$ cat src/rtl/slave_serial_out_port.sv
// slave_serial_out_port
// Transmit side of a serial-bus slave. Accepts one parallel word from the
// slave core through a valid/ready handshake and shifts it MSB-first onto a
// single serial line toward the master. The master gates each frame with
// m_ready. Once a frame starts, it runs to completion regardless of the
// handshake inputs.
//
// Optional build macro: PARITY_EN. When defined, an even-parity bit (XOR of
// the word) follows the data bits, which delays DONE by one cycle.
//
// Ports:
//   clk         system clock, rising edge
//   rstn        synchronous reset, asserted HIGH despite the name
//   data_input  parallel word, sampled only on the start handshake
//   s_valid     slave core presents a valid word
//   m_ready     master ready to receive a frame
//   s_ready     port idle and able to accept a word (registered)
//   s_tx_done   one-cycle pulse after the last serial bit (registered)
//   tx_data     serial data line, idles high (registered)
//
// Requires DATA_WIDTH >= 2.
//
// state  | meaning
// IDLE   | line high, s_ready asserted, waiting for s_valid & m_ready
// SHIFT  | data bits on tx_data, MSB first, one per clock
// PARITY | even-parity bit on tx_data (PARITY_EN builds only)
// DONE   | line high, s_tx_done pulsed for this single cycle
module slave_serial_out_port #(
    parameter int DATA_WIDTH = 8
) (
    input  logic                  clk,
    input  logic                  rstn,
    input  logic [DATA_WIDTH-1:0] data_input,
    input  logic                  s_valid,
    input  logic                  m_ready,
    output logic                  s_ready,
    output logic                  s_tx_done,
    output logic                  tx_data
);

    localparam int CNT_W = $clog2(DATA_WIDTH) + 1;
    localparam logic [CNT_W-1:0] LAST_BIT = CNT_W'(DATA_WIDTH - 1);

    typedef enum logic [1:0] {
        IDLE   = 2'd0,
        SHIFT  = 2'd1,
        DONE   = 2'd2
`ifdef PARITY_EN
        ,PARITY = 2'd3
`endif
    } state_t;

    state_t                state_q, state_d;
    logic [DATA_WIDTH-1:0] shreg_q, shreg_d;
    logic [CNT_W-1:0]      cnt_q, cnt_d;
    logic                  s_ready_q, s_ready_d;
    logic                  done_q, done_d;
    logic                  tx_q, tx_d;

    always_ff @(posedge clk) begin
        if (rstn) begin
            state_q   <= IDLE;
            shreg_q   <= '0;
            cnt_q     <= '0;
            s_ready_q <= 1'b0;
            done_q    <= 1'b0;
            tx_q      <= 1'b1;
        end else begin
            state_q   <= state_d;
            shreg_q   <= shreg_d;
            cnt_q     <= cnt_d;
            s_ready_q <= s_ready_d;
            done_q    <= done_d;
            tx_q      <= tx_d;
        end
    end

    // Outputs are registered, so each branch computes the value the outputs
    // must carry in the cycle after this edge.
    always_comb begin
        state_d   = state_q;
        shreg_d   = shreg_q;
        cnt_d     = cnt_q;
        s_ready_d = 1'b0;
        done_d    = 1'b0;
        tx_d      = 1'b1;

        case (state_q)
            IDLE: begin
                s_ready_d = 1'b1;
                // Gating on s_ready_q keeps the first cycle after reset
                // (s_ready still low) from accepting a word nobody was
                // told could be taken.
                if (s_ready_q && s_valid && m_ready) begin
                    state_d   = SHIFT;
                    shreg_d   = data_input;
                    cnt_d     = '0;
                    tx_d      = data_input[DATA_WIDTH-1];
                    s_ready_d = 1'b0;
                end
            end

            SHIFT: begin
                if (cnt_q == LAST_BIT) begin
`ifdef PARITY_EN
                    // Rotation preserves the XOR of the word.
                    state_d = PARITY;
                    tx_d    = ^shreg_q;
`else
                    state_d = DONE;
                    done_d  = 1'b1;
`endif
                end else begin
                    cnt_d   = cnt_q + CNT_W'(1);
                    // Rotate rather than shift so the word stays intact.
                    shreg_d = {shreg_q[DATA_WIDTH-2:0], shreg_q[DATA_WIDTH-1]};
                    tx_d    = shreg_q[DATA_WIDTH-2];
                end
            end

`ifdef PARITY_EN
            PARITY: begin
                state_d = DONE;
                done_d  = 1'b1;
            end
`endif

            DONE: begin
                state_d   = IDLE;
                s_ready_d = 1'b1;
            end

            default: begin
                state_d   = IDLE;
                s_ready_d = 1'b1;
            end
        endcase
    end

    assign s_ready   = s_ready_q;
    assign s_tx_done = done_q;
    assign tx_data   = tx_q;

endmodule

$ cat config.mk
export PLATFORM = sky130hd
export DESIGN_NAME = slave_serial_out_port
export DESIGN_NICKNAME = d
export VERILOG_FILES = /design/src/rtl/slave_serial_out_port.sv
export SDC_FILE = /design/constraint.sdc
export NUM_CORES = 1
export LEC_CHECK = 0
export ABC_AREA = 0
export BUFFER_PORTS_ARGS = -buffer_cell sky130_fd_sc_hd__buf_4
export CAP_MARGIN = 20
export CELL_PAD_IN_SITES_DETAIL_PLACEMENT = 1
export CELL_PAD_IN_SITES_GLOBAL_PLACEMENT = 2
export CORE_ASPECT_RATIO = 1.25
export CORE_UTILIZATION = 36
export DETAILED_ROUTE_END_ITERATION = 6
export PLACE_DENSITY_LB_ADDON = 0.1
export SYNTH_ARGS = -nofsm -noshare
export SYNTH_HDL_FRONTEND = slang
export SYNTH_SLANG_ARGS = --single-unit
$ cat constraint.sdc
create_clock -name clk -period 5.1 [get_ports clk]
set_clock_uncertainty 0.15 [all_clocks]
set_input_delay 0.255 -clock clk [delete_from_list [all_inputs] [get_ports clk]]
set_output_delay 0.255 -clock clk [all_outputs]
set_load 0.02 [all_outputs]
==> results of run 1 <==
-- cells by family (layout without fill, tap and decap cells) --
group	Yosys count	count (layout)	synth area share, %
AOI/OAI and AO/OA	9	9	7.88
adders and majority gates	1	1	1.43
buffers and inverters	7	20	4.87
DFF	17	17	39.0
muxes	16	16	22.5
and+or+nand+nor	35	35	24.4
-- routing by layer --
| metal | wire, um | vias up |
|---|---|---|
| met2 | 853 | 10 |
| met1 | 746 | 308 |
| met3 | 49 | 2 |
| met4 | 11 | 0 |
| met5 | 0 | - |
| li1 | - | 326 |
-- cell type report --
type / count / area, um2 / area share, %
inverter: 2 / 7.51 / 0.744
multi-input combinational: 61 / 490 / 48.6
timing repair buffer: 14 / 105 / 10.4
sequential: 17 / 340 / 33.7
clock buffer: 4 / 26.3 / 2.61
tap: 31 / 38.8 / 3.85
-- per-stage QoR --
step	total power, uW	cells	setup WS, ns	hold WS [ns]	area, um2
final	254	129	2.73	0.0443	1010
after global routing	271	129	2.63	0.0510	1010
after CTS	258	129	2.71	0.0405	1010
after detailed placement	187	125	2.74	0.340	982
after global placement	186	125	2.75	0.340	982
after floorplan	175	85	3.48	0.224	873
-- critical path: stages (launching register included) --
cell	delay, ns
dfxtp_1	0.82
nand4b_4	0.29
a2bb2oi_2	0.58
mux2_2	0.40
-- cells in the final DEF, fill, tap and decap left out, types with 2 or more instances in the layout --
cell type  instances
nor2_1            12
nand3_1            2
a21oi_1            2
clkbuf_4           3
mux2_4             7
dfxtp_1           17
a31o_1             2
buf_4             14
a31oi_1            2
mux2i_1            8
inv_1              2
nor3_1             3
nor2b_1            9
-- path summary, 6_finish.rpt --
path / to / slack [ns] / cells after the start
worst max register to register: shreg_q[0] / 2.73 / 3
worst min-delay path: tx_data / 0.04 / 3
worst min register to register: cnt_q[1] / 0.38 / 1
worst max-delay path: shreg_q[0] / 2.73 / 3
-- power breakdown --
part | internal, uW | switching, uW | total [uW] | leakage [uW]
combinational | 22.1 | 16.4 | 38.5 | 0.000271
sequential | 139 | 6.10 | 145 | 0.000138
clock | 30.3 | 40.4 | 70.7 | 0.0000150
-- flip-flops by register name, indices dropped and copies added (netlist names) --
register	count
cnt_q	4
tx_data	1
shreg_q	8
state_q	2
s_tx_done	1
s_ready	1
==> metrics.md, run 1 <==
| Metric | Value |
|---|---|
| Synth Cell Area | 873 um2 |
| First-pass GRT wire length | 2900 um |
| Top cells by area, synth | dfxtp_1 (39%), mux2_4 (12%), mux2i_1 (9.2%) |
| Crit path kind | reg2reg |
| Status | finished clean |
| Nets | 112 |
| Final period util | 46.4% |
| # fillers | 279 |
| Ys Warns | 0 |
| # hold bufs at CTS | 0 |
| Vias in the first global route | 641 |
| Met2 Resource Use GR | 25.2% |
| Dpl hpwl | 1200 um |
| Post-synthesis cell count | 85 |
| Actual slew at the worst max-slew pin | 0.758 ns |
| DRT Pass-1 Iters | 3 |
| DR vias/cell | 5.01 |
| Clock insertion delay at the later pin of the skew report | 0.28 ns |
| Sink Count | 17 |
| Yosys cell types | 28 |
| Setup TNS Final | 0 ns |
| Ant. Diodes | 0 |
| Slew margin rel. | 49.4% |
| GRT Total Usage | 15.1% |
| Clk buf depth | 2 |
| Period minus WS final | 2.37 ns |
| Total of max-cap violations | 0 |
| PwrDens | 252 nW/um2 |
| Fin. max-slew vios | 0 |
| Post-synth ARST share | 0% |
| Remaining DRCs | 0 |
| Worst path arrival time | 2.40 ns |
| Root buffer cell | clkbuf_4 |
| Routed length per instance | 12.9 um |
| Fin util | 45.1% |
| Final setup viols | 0 |
| Min-Delay Path Class | in2reg |
| Unrepaired setup endpoints after global routing | false |
| CP endpoint kind | register |
| Syn nets | 98 |
| Crit path from | state_q[0] |
| Layout area overhead | 15.5% |
| GR Util met1 | 19.0% |
| Post-route ant nets | 0 |
| Initial Util | 39.1% |
| TritonCTS Buffers | 3 |
| Largest net degree at the start of global routing | 26 |
| GR Layer Usage met3 | 2.85% |
| CORE AREA | 2230 um2 |
| Synthesized area per cell | 10.3 um2 |
| Post-CTS sizing | 0 |
| Routed WL | 1660 um |
| CTS tree | yes |
| Share of the synthesized area in the top cell type | 39.0% |
| Fmax | 422 MHz |
| Maximum vdd ir drop | 0.119 mV |
| Yosys reg bits | 17 |
| Synth cell count leaders | dfxtp_1 (17), nor2_1 (12), nor2b_1 (9) |
| IO Port Bufs | 14 |
| Leading area contributor after synthesis | dfxtp_1 |
| Row cnt | 19 |
| Top-count cell post-synth | dfxtp_1 |
| Routability cong. | 0.783 |
| Hold path start | data_input[7] |
| Grt ovf | 0 |
| Primary FF master, synth | dfxtp_1 |
| Die W | 46.1 um |
| EDFF count, synth | 0 |
| Die height | 57.1 um |
| Initial DRC count | 3 |
| Hold Vio Cnt, Final | 0 |
| Clk pin slew, worst setup/hold paths | 0.10 ns |
| Worst EP required | 5.13 ns |
| Initial antenna violation count | 0 |
| GRT Max-Usage Layer | met2 |
| R2r startpoint | state_q[0] |
| Routed vias | 646 |
| Worst-path fanout max | 15 |
| Nature of the critical path startpoint | register |
| H-tree depth | 1 |
| Die area | 2630 um2 |
| Layout cell share with drive strength beyond 1 | 28.6% |
| Top Ports | 15 |
| Total setup buffers inserted after CTS | 0 |
| Sequential area share after synthesis | 39.0% |
| P_leak | 0.000424 uW |
(Power assumes the default switching activity.)
==> run 2: changes to the inputs <==
--- a/config.mk
+++ b/config.mk
@@ -11,7 +11,7 @@
 export CELL_PAD_IN_SITES_DETAIL_PLACEMENT = 1
 export CELL_PAD_IN_SITES_GLOBAL_PLACEMENT = 2
 export CORE_ASPECT_RATIO = 1.25
-export CORE_UTILIZATION = 36
+export CORE_UTILIZATION = 33
 export DETAILED_ROUTE_END_ITERATION = 6
 export PLACE_DENSITY_LB_ADDON = 0.1
 export SYNTH_ARGS = -nofsm -noshare
==> constraint.sdc (replaced) <==
create_clock -name clk -period 2.47 [get_ports clk]
set_clock_uncertainty 0.15 [all_clocks]
set_input_delay 0.1235 -clock clk [delete_from_list [all_inputs] [get_ports clk]]
set_output_delay 0.1235 -clock clk [all_outputs]
set_load 0.02 [all_outputs]
==> metrics.md, run 2 (same netlist as run 1, synthesis figures left out) <==
| Metric | Value |
|---|---|
| CORE AREA | 2480 um2 |
| Worst setup margin | 0.457 ns |
| Clk pin slew, worst setup/hold paths | 0.11 ns |
| GRT Total Usage | 15.4% |
| Initial antenna violation count | 0 |
| Grt ovf | 0 |
| Fmax | 497 MHz |
| Routed length per instance | 13.4 um |
| Final setup viols | 0 |
| Post-route ant nets | 0 |
| Period minus WS final | 2.01 ns |
| Worst-path fanout max | 7 |
| Fin. max-slew vios | 0 |
| DRT Pass-1 Iters | 3 |
| Dpl hpwl | 1320 um |
| Top Ports | 15 |
| Cell Int Power | 399 uW |
| Die W | 48.0 um |
| CP peak stage delay | 0.40 ns |
| P_leak | 0.000444 uW |
| PwrDens | 515 nW/um2 |
| Hold Vio Cnt, Final | 0 |
| IO Port Bufs | 14 |
| WHS | 0.0291 ns |
| Net Sw Frac | 25.7% |
| Fin util | 42.1% |
| Worst path arrival time | 2.05 ns |
| Layout cell share with drive strength beyond 1 | 30.4% |
| Row cnt | 20 |
| Maximum vdd ir drop | 0.212 mV |
| Net Sw Power | 138 uW |
| Crit path kind | reg2reg |
| Clk pwr share | 28.4% |
| Top reg by flops | shreg_q |
| DR vias/cell | 4.82 |
| Place WS | 0.489 ns |
| Worst path slowest cell | dfxtp_1 |
| Min-Delay Path Class | in2reg |
| Routability cong. | 0.794 |
| Total of max-cap violations | 0 |
| CP endpoint kind | register |
| Initial Util | 35.3% |
| Actual slew at the worst max-slew pin | 0.319 ns |
| Total setup buffers inserted after CTS | 0 |
| Root buffer cell | clkbuf_4 |
| Routed vias | 651 |
| Biggest regs | shreg_q: 8 flops, cnt_q: 4 flops, state_q: 2 flops |
| Worst Hold Path Cells | 2 |
| Status | finished clean |
| Slew margin rel. | 78.7% |
| Clk buf depth | 2 |
| Setup TNS Final | 0 ns |
| Die height | 59.5 um |
| Final period util | 81.5% |
| Highest-count cells in the layout ignoring fill and taps | dfxtp_1 (17), buf_4 (17), nor2_1 (12) |
| Nature of the critical path startpoint | register |
| Initial DRC count | 9 |
| H-tree depth | 1 |
| CTS tree | yes |
| Layout area overhead | 19.5% |
| Unrepaired setup endpoints after global routing | false |
| Worst path cell trace | ha_1 > nand3b_1 > a2bb2oi_2 > buf_4 > mux2_2 |
| Combinational power share | 16.6% |
| Vias in the first global route | 665 |
| Remaining DRCs | 0 |
| Sink Count | 17 |
| First-pass GRT wire length | 2990 um |
| Largest net degree at the start of global routing | 26 |
| Reg power frac | 55.0% |
| Die area | 2860 um2 |
| Post-CTS sizing | 0 |
| Routed WL | 1810 um |
| Design Power | 537 uW |
| FF-to-FF path depth | 5 |
| Nets | 116 |
| Worst EP required | 2.50 ns |
| TritonCTS Buffers | 3 |
| Clock insertion delay at the later pin of the skew report | 0.29 ns |
| Ant. Diodes | 0 |
| Max reg flops | 8 |
| # fillers | 280 |
[run 2: cell types whose count changed in the layout (fill, tap and decap cells not counted), sizes merged]
| cell | before | now |
|---|---|---|
| buf | 14 | 17 |
| dlygate4sd3 | 0 | 1 |
[run 2: area by class of cell]
type | count | area [um2] | area share (%)
clock buffer | 4 | 26.3 | 2.52
sequential | 17 | 340 | 32.6
timing repair buffer | 18 | 138 | 13.2
tap | 33 | 41.3 | 3.96
inverter | 2 | 7.51 | 0.719
multi-input combinational | 61 | 490 | 47.0
[run 2: final timing paths]
check / start / end / slack [ns]
hold / removal: rstn / s_ready / 0.03
setup / recovery: cnt_q[0] / shreg_q[0] / 0.46
hold reg to reg: cnt_q[1] / cnt_q[1] / 0.40
setup reg to reg: cnt_q[0] / shreg_q[0] / 0.46
[run 2: timing repair]
action	in CTS	in global routing
hold buffers	1	0
endpoints found under the hold margin	1	0
endpoints found under the setup margin	0	0
[run 2: power groups by stage]
stage	registers (uW)	logic, uW	clock network [uW]
2_1_floorplan	301	59.9	0
3_3_place_gp	301	87.2	0
3_5_place_dp	302	89.1	0
4_1_cts	295	90.9	160
5_1_grt	297	97.0	174
6_report	295	89.2	153
[run 2: critical path: cells and delay by family, from the launching register on]
kind,cells,cell delay (ns)
adders and majority gates,1,0.24
muxes,1,0.34
DFF,1,0.40
AOI/OAI and AO/OA,1,0.34
buffers and inverters,1,0.25
and+or+nand+nor,1,0.18
[run 2: per-stage QoR]
stage,instance area (um2),cells
2_1_floorplan,873,85
3_3_place_gp,1010,130
3_5_place_dp,1010,130
4_1_cts,1040,135
5_1_grt,1040,135
6_report,1040,135
[run 2: metal layers]
layer | track usage, % | routed length (um) | up-vias
li1 | - | - | 331
met1 | 19.5 | 847 | 304
met2 | 23.9 | 886 | 12
met3 | 2.74 | 53 | 4
met4 | 8.33 | 27 | 0
met5 | 0 | 0 | -
==> run 3: changes to the inputs <==
--- a/config.mk
+++ b/config.mk
@@ -11,7 +11,7 @@
 export CELL_PAD_IN_SITES_DETAIL_PLACEMENT = 1
 export CELL_PAD_IN_SITES_GLOBAL_PLACEMENT = 2
 export CORE_ASPECT_RATIO = 1.25
-export CORE_UTILIZATION = 33
+export CORE_UTILIZATION = 30
 export DETAILED_ROUTE_END_ITERATION = 6
 export PLACE_DENSITY_LB_ADDON = 0.1
 export SYNTH_ARGS = -nofsm -noshare
==> constraint.sdc (replaced) <==
create_clock -name clk -period 1.65 [get_ports clk]
set_clock_uncertainty 0.15 [all_clocks]
set_input_delay 0.0825 -clock clk [delete_from_list [all_inputs] [get_ports clk]]
set_output_delay 0.0825 -clock clk [all_outputs]
set_load 0.02 [all_outputs]
==> metrics.md, run 3 (same netlist as run 1, synthesis figures left out) <==
| Metric | Value |
|---|---|
| Status | finished clean |
| RR Endpoint | shreg_q[4] |
| Post-route ant nets | 0 |
| Layout cell share with drive strength beyond 1 | 37.3% |
| Largest net degree at the start of global routing | 26 |
| R2r startpoint | cnt_q[1] |
| Actual slew at the worst max-slew pin | 0.309 ns |
| DR vias/cell | 4.85 |
| Worst path arrival time | 1.64 ns |
| Initial antenna violation count | 0 |
| Fin util | 42.7% |
| Reg power frac | 53.3% |
| Period minus WS final | 1.60 ns |
| Routed length per instance | 14.1 um |
| Fin area | 1170 um2 |
| H-tree depth | 1 |
| Worst path cell trace | ha_4 > nand3b_1 > a2bb2oi_4 > clkbuf_16 > mux2_4 |
| First-pass GRT wire length | 3230 um |
| FF-to-FF path depth | 5 |
| Layout area overhead | 33.7% |
| Clk pin slew, worst setup/hold paths | 0.10 ns |
| CP peak stage delay | 0.37 ns |
| Slew margin rel. | 79.4% |
| CTS tree | yes |
| Clk buf depth | 2 |
| Hold path start | data_input[3] |
| CP endpoint kind | register |
| P_leak | 0.000502 uW |
| Fmax | 624 MHz |
| Highest-count cells in the layout ignoring fill and taps | buf_4 (22), dfxtp_1 (15), nor2_1 (12) |
| Worst EP required | 1.69 ns |
| Cell family with most CP delay | flip-flops |
| Initial Util | 32.0% |
| Top reg by flops | shreg_q |
| Row cnt | 21 |
| CP endpoint | shreg_q[4] |
| Routed WL | 2030 um |
| Die height | 62.3 um |
| R2R Setup Slk | 0.05 ns |
| Root buffer cell | clkbuf_4 |
| Final setup viols | 0 |
| Stages on worst setup path | 5 |
| Biggest regs | shreg_q: 8 flops, cnt_q: 4 flops, state_q: 2 flops |
| Net Sw Frac | 25.3% |
| Nature of the critical path startpoint | register |
| Remaining DRCs | 0 |
| Ant. Diodes | 0 |
| Final std cells w/o fill | 144 |
| GRT Total Usage | 13.7% |
| Hold Vio Cnt, Final | 0 |
| Initial DRC count | 7 |
| WHS | 0.00444 ns |
| Clock insertion delay at the later pin of the skew report | 0.29 ns |
| Clk pwr share | 27.0% |
| IO Port Bufs | 14 |
| Critical path buffer and inverter count | 1 |
| Routed vias | 698 |
| Combinational power share | 19.7% |
| Grt ovf | 0 |
| Dpl hpwl | 1380 um |
| Crit path from | cnt_q[1] |
| Net Sw Power | 210 uW |
| TritonCTS Buffers | 3 |
| Area post-placement | 1050 um2 |
| Worst path slowest cell | dfxtp_2 |
| Fin. max-slew vios | 0 |
| Total of max-cap violations | 0 |
| Max reg flops | 8 |
| Final period util | 97.2% |
| DRT Pass-1 Iters | 3 |
| Die W | 50.3 um |
| Sink Count | 17 |
| # fillers | 324 |
| Design Power | 828 uW |
| CORE AREA | 2730 um2 |
| Placed Instances | 135 |
| Maximum vdd ir drop | 0.289 mV |
| PwrDens | 710 nW/um2 |
| Commonest non-fill, non-tap cell in the layout | buf_4 |
| Crit path kind | reg2reg |
| Routability cong. | 0.698 |
| Top Ports | 15 |
| Nets | 124 |
| Worst-path fanout max | 5 |
| Die area | 3130 um2 |
| Min-Delay Path Class | in2reg |
| Cell Int Power | 618 uW |
| Vias in the first global route | 689 |
[run 3: cell types whose count changed in the layout (fill, tap and decap cells not counted), sizes merged]
cell and change:
buf +6, clkbuf +1, dlygate4sd3 +1
[run 3: how the worst min path moves through the flow]
stage	to	cells after the start
4_1_cts	shreg_q[3]	4
3_5_place_dp	tx_data	3
5_1_grt	shreg_q[6]	4
6_report	shreg_q[3]	4
3_3_place_gp	tx_data	3
2_1_floorplan	tx_data	2
[run 3: power by group through the flow]
stage	logic [uW]	clock network [uW]	registers [uW]
finish	163	223	442
global route	176	257	444
CTS	149	234	441
detailed placement	144	0	450
global placement	143	0	449
floorplan	89.7	0	450
[run 3: worst reg2reg max path: cells and delay by family (launching register included)]
| family | cells | cell delay (ns) |
|---|---|---|
| compound gates | 1 | 0.25 |
| fa+ha+maj | 1 | 0.13 |
| buf+inv | 1 | 0.18 |
| flops | 1 | 0.37 |
| mux | 1 | 0.29 |
| simple gates | 1 | 0.14 |
[run 3: what timing repair did]
item / 4_1_cts / 5_1_grt
resized for setup: 0 / 6
endpoints found under the hold margin: 3 / 0
setup buffers: 0 / 2
gates cloned: 0 / 1
hold buffers: 2 / 0
pin swaps: 1 / 2
endpoints found under the setup margin: 1 / 8
[run 3: metal layers]
| metal | global-route usage, % | part of all wire (%) | vias to the layer above |
|---|---|---|---|
| met1 | 16.6 | 46 | 336 |
| met2 | 22.5 | 51 | 11 |
| met5 | 0 | 0 | - |
| met3 | 2.21 | 2.4 | 2 |
| met4 | 7.50 | 1.0 | 0 |
| li1 | - | - | 349 |
[run 3: per-stage QoR]
stage	TNS (ns)	worst slack [ns]
6_report	0	0.0465
5_1_grt	-0.00971	-0.00530
4_1_cts	0	0.00323
3_5_place_dp	-0.00612	-0.00612
3_3_place_gp	0	0.0843
2_1_floorplan	0	0.0314
[run 3: cell type report]
class / instances / area (um2) / share of cell area, %
repair buffers: 26 / 230 / 19.7
flip-flops and latches: 17 / 343 / 29.4
clock buffers: 4 / 26.3 / 2.25
inverters: 2 / 7.51 / 0.643
well taps: 34 / 42.5 / 3.64
multi-input cells: 61 / 518 / 44.4
